==> config.mk <==
export PLATFORM = sky130hd
export DESIGN_NAME = qblock_sprite_ctrl
export DESIGN_NICKNAME = d
export VERILOG_FILES = /design/src/rtl/qblock_pkg.sv /design/src/rtl/frame_tick_sync.sv /design/src/rtl/qblock_sprite_ctrl.sv
export SDC_FILE = /design/constraint.sdc
export NUM_CORES = 1
export LEC_CHECK = 0
export CAP_MARGIN = 20
export CORE_MARGIN = 8
export CORE_UTILIZATION = 40
export CTS_BUF_LIST = sky130_fd_sc_hd__clkbuf_8
export DETAILED_ROUTE_END_ITERATION = 8
export GPL_TIMING_DRIVEN = 0
export HOLD_SLACK_MARGIN = 0.08
export PLACE_DENSITY = 0.71
export SYNTH_ARGS = -nofsm -noshare
export SYNTH_HDL_FRONTEND = slang
export SYNTH_SLANG_ARGS = --single-unit
export TNS_END_PERCENT = 5
==> constraint.sdc <==
create_clock -name Clk -period 4.1 [get_ports Clk]
set_clock_uncertainty 0.2 [all_clocks]
set_input_delay 0.82 -clock Clk [delete_from_list [all_inputs] [get_ports Clk]]
set_output_delay 0.82 -clock Clk [all_outputs]
set_load 0.02 [all_outputs]
==> src/rtl/qblock_pkg.sv <==
// Shared types and constants for the question-block sprite controller.
package qblock_pkg;

  typedef enum logic [1:0] {ACTIVE, BUMP, EMPTY} qblock_state_t;

  localparam logic [23:0] TRANSPARENT_KEY = 24'h800080;
  localparam int          SPRITE_DIM_DEF  = 20;

  // Vertical lift for a given bump frame: rises for the first half, falls for the second.
  function automatic logic [9:0] bump_offset(input int cnt, input int frames, input int step);
    if (cnt < frames / 2) return 10'(step * (cnt + 1));
    else                  return 10'(step * (frames - cnt));
  endfunction

endpackage

==> src/rtl/frame_tick_sync.sv <==
// Brings the asynchronous frame clock into the pixel clock domain and emits
// a one-cycle pulse per rising edge, three cycles after the edge.
module frame_tick_sync (
  input  logic gclk,
  input  logic grst_n,
  input  logic async_in,
  output logic tick
);

  logic [1:0] sync;
  logic       prev;

  // Two-flop synchroniser, edge-history flop, registered rising-edge pulse.
  always_ff @(posedge gclk or negedge grst_n) begin
    if (!grst_n) begin
      sync <= '0;
      prev <= 1'b0;
      tick <= 1'b0;
    end else begin
      sync <= {sync[0], async_in};
      prev <= sync[1];
      tick <= sync[1] & ~prev;
    end
  end

endmodule

==> src/rtl/qblock_sprite_ctrl.sv <==
// Question-block sprite controller: scan-position to ROM address mapping,
// sprite variant select, and the hit -> bump -> empty animation.
// Optional macro QBLOCK_TRANSPARENT_EN: treats the palette key colour as
// transparent so the rounded corners show the background.
module qblock_sprite_ctrl
  import qblock_pkg::*;
#(
  parameter logic [9:0] BLK_X       = 10'd200,
  parameter logic [9:0] BLK_Y       = 10'd300,
  parameter int         SPRITE_DIM  = SPRITE_DIM_DEF,
  parameter int         BUMP_FRAMES = 8,
  parameter int         BUMP_STEP   = 2
) (
  input  logic        Clk,
  input  logic        Reset_n,
  input  logic        frame_clk,
  input  logic [9:0]  DrawX,
  input  logic [9:0]  DrawY,
  input  logic        hit,
  input  logic [23:0] rom_color,
  output logic [8:0]  read_address,
  output logic        rom_sel,
  output logic        pixel_on,
  output logic        block_empty,
  output logic        coin_spawn
);

  localparam int CW     = $clog2(BUMP_FRAMES);
  localparam int STAGES = 1;

  qblock_state_t  state, state_nxt;
  logic [CW-1:0]  bump_cnt, cnt_nxt;
  logic [9:0]     offset, off_nxt;
  logic           frame_tick;
  logic [9:0]     col, row, top;
  logic           in_block;
  logic [8:0]     address;
  logic [STAGES:1] vld_pipe;
  logic           inb_d;

  frame_tick_sync u_frame_sync (
    .gclk     (Clk),
    .grst_n   (Reset_n),
    .async_in (frame_clk),
    .tick     (frame_tick)
  );

  // Next state and bump counter; hits only count while the block is fresh.
  always_comb begin
    state_nxt = state;
    cnt_nxt   = bump_cnt;
    case (state)
      ACTIVE: if (hit) begin
        state_nxt = BUMP;
        cnt_nxt   = '0;
      end
      BUMP: if (frame_tick) begin
        if (bump_cnt == CW'(BUMP_FRAMES - 1)) begin
          state_nxt = EMPTY;
          cnt_nxt   = '0;
        end else begin
          cnt_nxt = bump_cnt + CW'(1);
        end
      end
      EMPTY: ;
      default: begin
        state_nxt = ACTIVE;
        cnt_nxt   = '0;
      end
    endcase
  end

  // Offset follows the next state so it drops to zero the cycle the bump ends.
  always_comb begin
    off_nxt = '0;
    if (state_nxt == BUMP) off_nxt = bump_offset(int'(cnt_nxt), BUMP_FRAMES, BUMP_STEP);
  end

  // Sprite-relative coordinates; negatives wrap large and fail the range test.
  always_comb begin
    top      = BLK_Y - offset;
    col      = DrawX - BLK_X;
    row      = DrawY - top;
    in_block = (col < 10'(SPRITE_DIM)) && (row < 10'(SPRITE_DIM));
    address  = 9'(row) * 9'(SPRITE_DIM) + 9'(col);
  end

  // State, animation and one-cycle address/select pipeline.
  always_ff @(posedge Clk or negedge Reset_n) begin
    if (!Reset_n) begin
      state        <= ACTIVE;
      bump_cnt     <= '0;
      offset       <= '0;
      read_address <= '0;
      rom_sel      <= 1'b0;
      vld_pipe     <= '0;
      block_empty  <= 1'b0;
      coin_spawn   <= 1'b0;
    end else begin
      state        <= state_nxt;
      bump_cnt     <= cnt_nxt;
      offset       <= off_nxt;
      read_address <= in_block ? address : 9'd0;
      rom_sel      <= (state != ACTIVE);
      vld_pipe[1]  <= in_block;
      for (int i = 2; i <= STAGES; i++) vld_pipe[i] <= vld_pipe[i-1];
      block_empty  <= (state == EMPTY);
      coin_spawn   <= (state == ACTIVE) && hit;
    end
  end

  assign inb_d = vld_pipe[STAGES];

`ifdef QBLOCK_TRANSPARENT_EN
  // Key colour pixels are left to the background.
  assign pixel_on = inb_d && (rom_color != TRANSPARENT_KEY);
`else
  // Whole square drawn; the key term is absorbed and reduces to inb_d.
  assign pixel_on = inb_d | (inb_d & (rom_color == TRANSPARENT_KEY));
`endif

endmodule

==> out/qor.txt <==
YOSYS
------------------------------------------------------------------------------------
Primary flip-flop cell chosen by synthesis mapping .................... sky130_fd_sc_hd__dfrtp_1
Post-synthesis average cell area ......................................     10.4 um2
Distinct cell type count after synthesis ..............................           40
Proportion of netlist area held by the largest area contributor .......        0.351
Warnings, synthesis ...................................................            0
Portion of the post-synthesis area used by sequential elements ........        0.351
List of most frequent post-synthesis cells ............................ sky130_fd_sc_hd__ha_1, sky130_fd_sc_hd__dfrtp_1, sky130_fd_sc_hd__inv_1
Mapped Area ...........................................................     1850 um2
Number of enable-type register cells in the synthesized netlist .......            0
Gate Count Post-Synth .................................................          178
Share of flip-flops with an asynchronous set or reset after synthesis .         1.00
Register bit total from synthesis .....................................           26
Dominant cells by area after synthesis ................................ sky130_fd_sc_hd__dfrtp_1, sky130_fd_sc_hd__ha_1, sky130_fd_sc_hd__xor2_1
Number of nets in the synthesized netlist .............................          258
Largest area contributor in the netlist ............................... sky130_fd_sc_hd__dfrtp_1
Leading cell type by number of instances after synthesis .............. sky130_fd_sc_hd__ha_1

POWER AND IR DROP
------------------------------------------------------------------------------------
NetSw .................................................................       746 uW
Int Pwr ...............................................................      1.12 mW
Worst voltage drop across the vdd grid ................................     0.700 mV
Part of the total power dissipated in combinational logic .............        0.743
Static Leakage ........................................................      1.16 nW
Switching share of power ..............................................        0.401
Power per cell area ...................................................   752 nW/um2
Part of the power in the clock network ................................        0.086
Relative contribution of sequential cells to total power ..............        0.171
Overall power of the completed layout .................................      1.86 mW

FLOORPLAN
------------------------------------------------------------------------------------
Core footprint ........................................................     4410 um2
Overall die area ......................................................     7070 um2
Die H .................................................................      84.1 um
Number of ports placed on the die boundary ............................           61
Die Span X ............................................................      84.1 um
Number of rows created at floorplan ...................................           24
Effective utilization at floorplan ....................................        0.420

FINISH
------------------------------------------------------------------------------------
Antenna diode count ...................................................            0
Final cell count without fillers ......................................          275
Fraction of final layout cells sized beyond drive strength 1 ..........        0.170
Number of nets in the finished design .................................          304
Relative area change from synthesis to final layout ...................        33.4%

SETUP PATH
------------------------------------------------------------------------------------
Destination of the worst register-to-register timing path ............. read_address[7]
Type of the worst setup path .......................................... primary input to flop
Crit path arrival time ................................................      3920 ps
Critical path startpoint category ..................................... primary input
Standard cell with the maximum stage delay on the critical path ....... sky130_fd_sc_hd__fa_2
Required @ worst endpoint .............................................      4050 ps
Highest cell delay on the worst timing path ...........................       590 ps
Reg2reg start .........................................................    offset[2]
Worst Reg-to-Reg Cells ................................................           12
Kind of end point of the critical path ................................         flop
Critical path cell sequence ........................................... clkdlybuf4s50_1 > ha_1 > ha_2 > fa_2 > ha_4 > ha_4 > fa_2 > ha_4 > buf_4 > o21a_1 > o311a_1
Most frequent CP cell ................................................. sky130_fd_sc_hd__ha_4
FF-to-FF setup slack ..................................................       630 ps
Critical path peak fanout .............................................            2

PLACEMENT
------------------------------------------------------------------------------------
# placed instances ....................................................          266
Global placement routability congestion ...............................        0.831
DPL Wire Length .......................................................      2.81 mm
Input/output buffers ..................................................           35

DETAILED ROUTING
------------------------------------------------------------------------------------
Initial DRC count .....................................................           50
First drt pass iteration count ........................................            4
Total wire length .....................................................      3.61 mm
Post-detailed-route wirelength per cell ...............................      13.1 um
Total vias in the final route .........................................         1350
Average vias per placed instance ......................................         4.91
Number of nets with antenna violations after detailed routing .........            0
Final routed DRC violation total ......................................            0

HOLD PATH
------------------------------------------------------------------------------------
Worst Hold End ........................................................ u_frame_sync.sync[1]
Number of cells on the worst hold path ................................            0
Worst hold path type .................................................. flop to flop
Min-delay src ......................................................... u_frame_sync.sync[0]

STA
------------------------------------------------------------------------------------
Total setup violations reported at the end of the flow ................            0
Number of max-slew violations in the final report .....................            0
Min cycle time layout .................................................      3970 ps
Setup repair after global routing missed its margin ...................           no
Final-layout worst hold slack .........................................       155 ps
F_max .................................................................    0.252 GHz
Hold Violations, Final ................................................            0
Tcrit/Tclk final ......................................................        0.969

GLOBAL ROUTING
------------------------------------------------------------------------------------
Met2 usage ............................................................        0.178
Maximum number of pins on one net before global-route repair ..........           20
Most Used Layer, Global Route .........................................         met2
First-pass GRT wire length ............................................      6.27 mm
Initial antenna violation count .......................................            0
Vias in the first global route ........................................         1395
Total congestion overflow .............................................            0
Met3 usage in global routing ..........................................       0.0439
Global routing met1 resource utilization ..............................        0.125
Overall Global Routing Usage ..........................................        0.106

CTS
------------------------------------------------------------------------------------
Number of hold buffers added after CTS ................................            0
Clk sink count ........................................................           26
Clock slew at reported path FFs .......................................        80 ps
Buffer levels on the longest clock path ...............................            2
CTS root buffer ....................................................... sky130_fd_sc_hd__clkbuf_8
Clock latency reported for the late side of the worst-skew pair .......       270 ps
Clock tree from TritonCTS .............................................        built
CTS H-tree lvls .......................................................            1
Number of buffers created by CTS ......................................            3

RUN STATUS
------------------------------------------------------------------------------------
Result of the run ..................................................... complete, no violations

RUN
------------------------------------------------------------------------------------
Total of max-cap violations ...........................................            0

[area by class of cell]
cell class / instances / area, um2
plain buffers: 3 / 15.0
flip-flops and latches: 26 / 651
well taps: 52 / 65.1
clock buffers: 4 / 55.1
fillers: 369 / 1940
repair buffers: 41 / 414
inverters: 20 / 75.1
multi-input cells: 129 / 1200
[stage by stage]
step | utilization | setup slack, ps | TNS, ps | cell area [um2]
after global placement | 0.514 | -551 | -1090 | 2270
after floorplan | - | 162 | 0 | 1850
after detailed placement | 0.520 | -545 | -1090 | 2300
after CTS | 0.552 | 131 | 0 | 2440
after global routing | 0.560 | 4.97 | 0 | 2470
final | 0.560 | 127 | 0 | 2470
[power by group through the flow]
| stage | Combinational (mW) | Sequential (mW) | Clock, mW |
|---|---|---|---|
| after floorplan | 0.884 | 0.322 | 0 |
| after global placement | 1.07 | 0.321 | 0 |
| after detailed placement | 1.09 | 0.322 | 0 |
| after CTS | 1.30 | 0.317 | 0.166 |
| after global routing | 1.57 | 0.324 | 0.178 |
| final | 1.38 | 0.319 | 0.160 |
[worst max path at each step]
| stage | start | end | cells after the start |
|---|---|---|---|
| final | DrawY[1] | read_address[7] | 11 |
| after global routing | DrawY[3] | read_address[8] | 13 |
| after CTS | DrawY[1] | read_address[8] | 13 |
| after detailed placement | DrawY[2] | read_address[8] | 15 |
| after global placement | DrawY[2] | read_address[8] | 15 |
| after floorplan | DrawY[2] | read_address[8] | 14 |
[logic make-up after synthesis]
| group | share of synthesized area |
|---|---|
| buf+inv | 0.0486 |
| other cells | 0.00202 |
| xor+xnor | 0.0850 |
| flops | 0.351 |
| compound gates | 0.128 |
| fa+ha+maj | 0.228 |
| mux | 0.0270 |
| simple gates | 0.131 |
[critical path, delay by kind of cell]
| kind | cells | cell delay, ps |
|---|---|---|
| compound gates | 2 | 390 |
| fa+ha+maj | 7 | 2150 |
| buf+inv | 2 | 560 |
[cells in the final DEF (no fill, tap or decap), types with 3 or more instances in the layout]
cell | netlist | routed
sky130_fd_sc_hd__a21o_1 | 3 | 3
sky130_fd_sc_hd__a21oi_1 | 7 | 6
sky130_fd_sc_hd__and2_2 | 8 | 7
sky130_fd_sc_hd__buf_4 | 1 | 6
sky130_fd_sc_hd__clkbuf_8 | 0 | 4
sky130_fd_sc_hd__clkdlybuf4s50_1 | 0 | 34
sky130_fd_sc_hd__dfrtp_1 | 26 | 26
sky130_fd_sc_hd__ha_1 | 29 | 22
sky130_fd_sc_hd__ha_4 | 0 | 5
sky130_fd_sc_hd__inv_1 | 20 | 20
sky130_fd_sc_hd__mux2i_1 | 5 | 5
sky130_fd_sc_hd__nand2_1 | 5 | 5
sky130_fd_sc_hd__nor2_1 | 11 | 11
sky130_fd_sc_hd__o21ai_0 | 8 | 8
sky130_fd_sc_hd__o21bai_1 | 4 | 4
sky130_fd_sc_hd__xnor2_1 | 8 | 8
sky130_fd_sc_hd__xor2_1 | 10 | 9
[sequential cells by signal, summed over array words and instances, names as in the netlist]
signal,flops
u_frame_sync.prev,1
block_empty,1
coin_spawn,1
state,2
u_frame_sync.sync,2
read_address,9
inb_d,1
u_frame_sync.tick,1
rom_sel,1
bump_cnt,3
offset,4
[routing by layer]
layer / up-vias / wire [um]
met2: 25 / 1720
met4: 0 / 14
met3: 2 / 222
li1: 696 / -
met1: 627 / 1650
met5: - / 0
[what timing repair did]
item	4_1_cts	5_1_grt
endpoints found under the setup margin	2	1
pin swaps	9	4
setup buffers	4	1
gates resized for setup	10	4
Power figures use the tool's default switching activity.
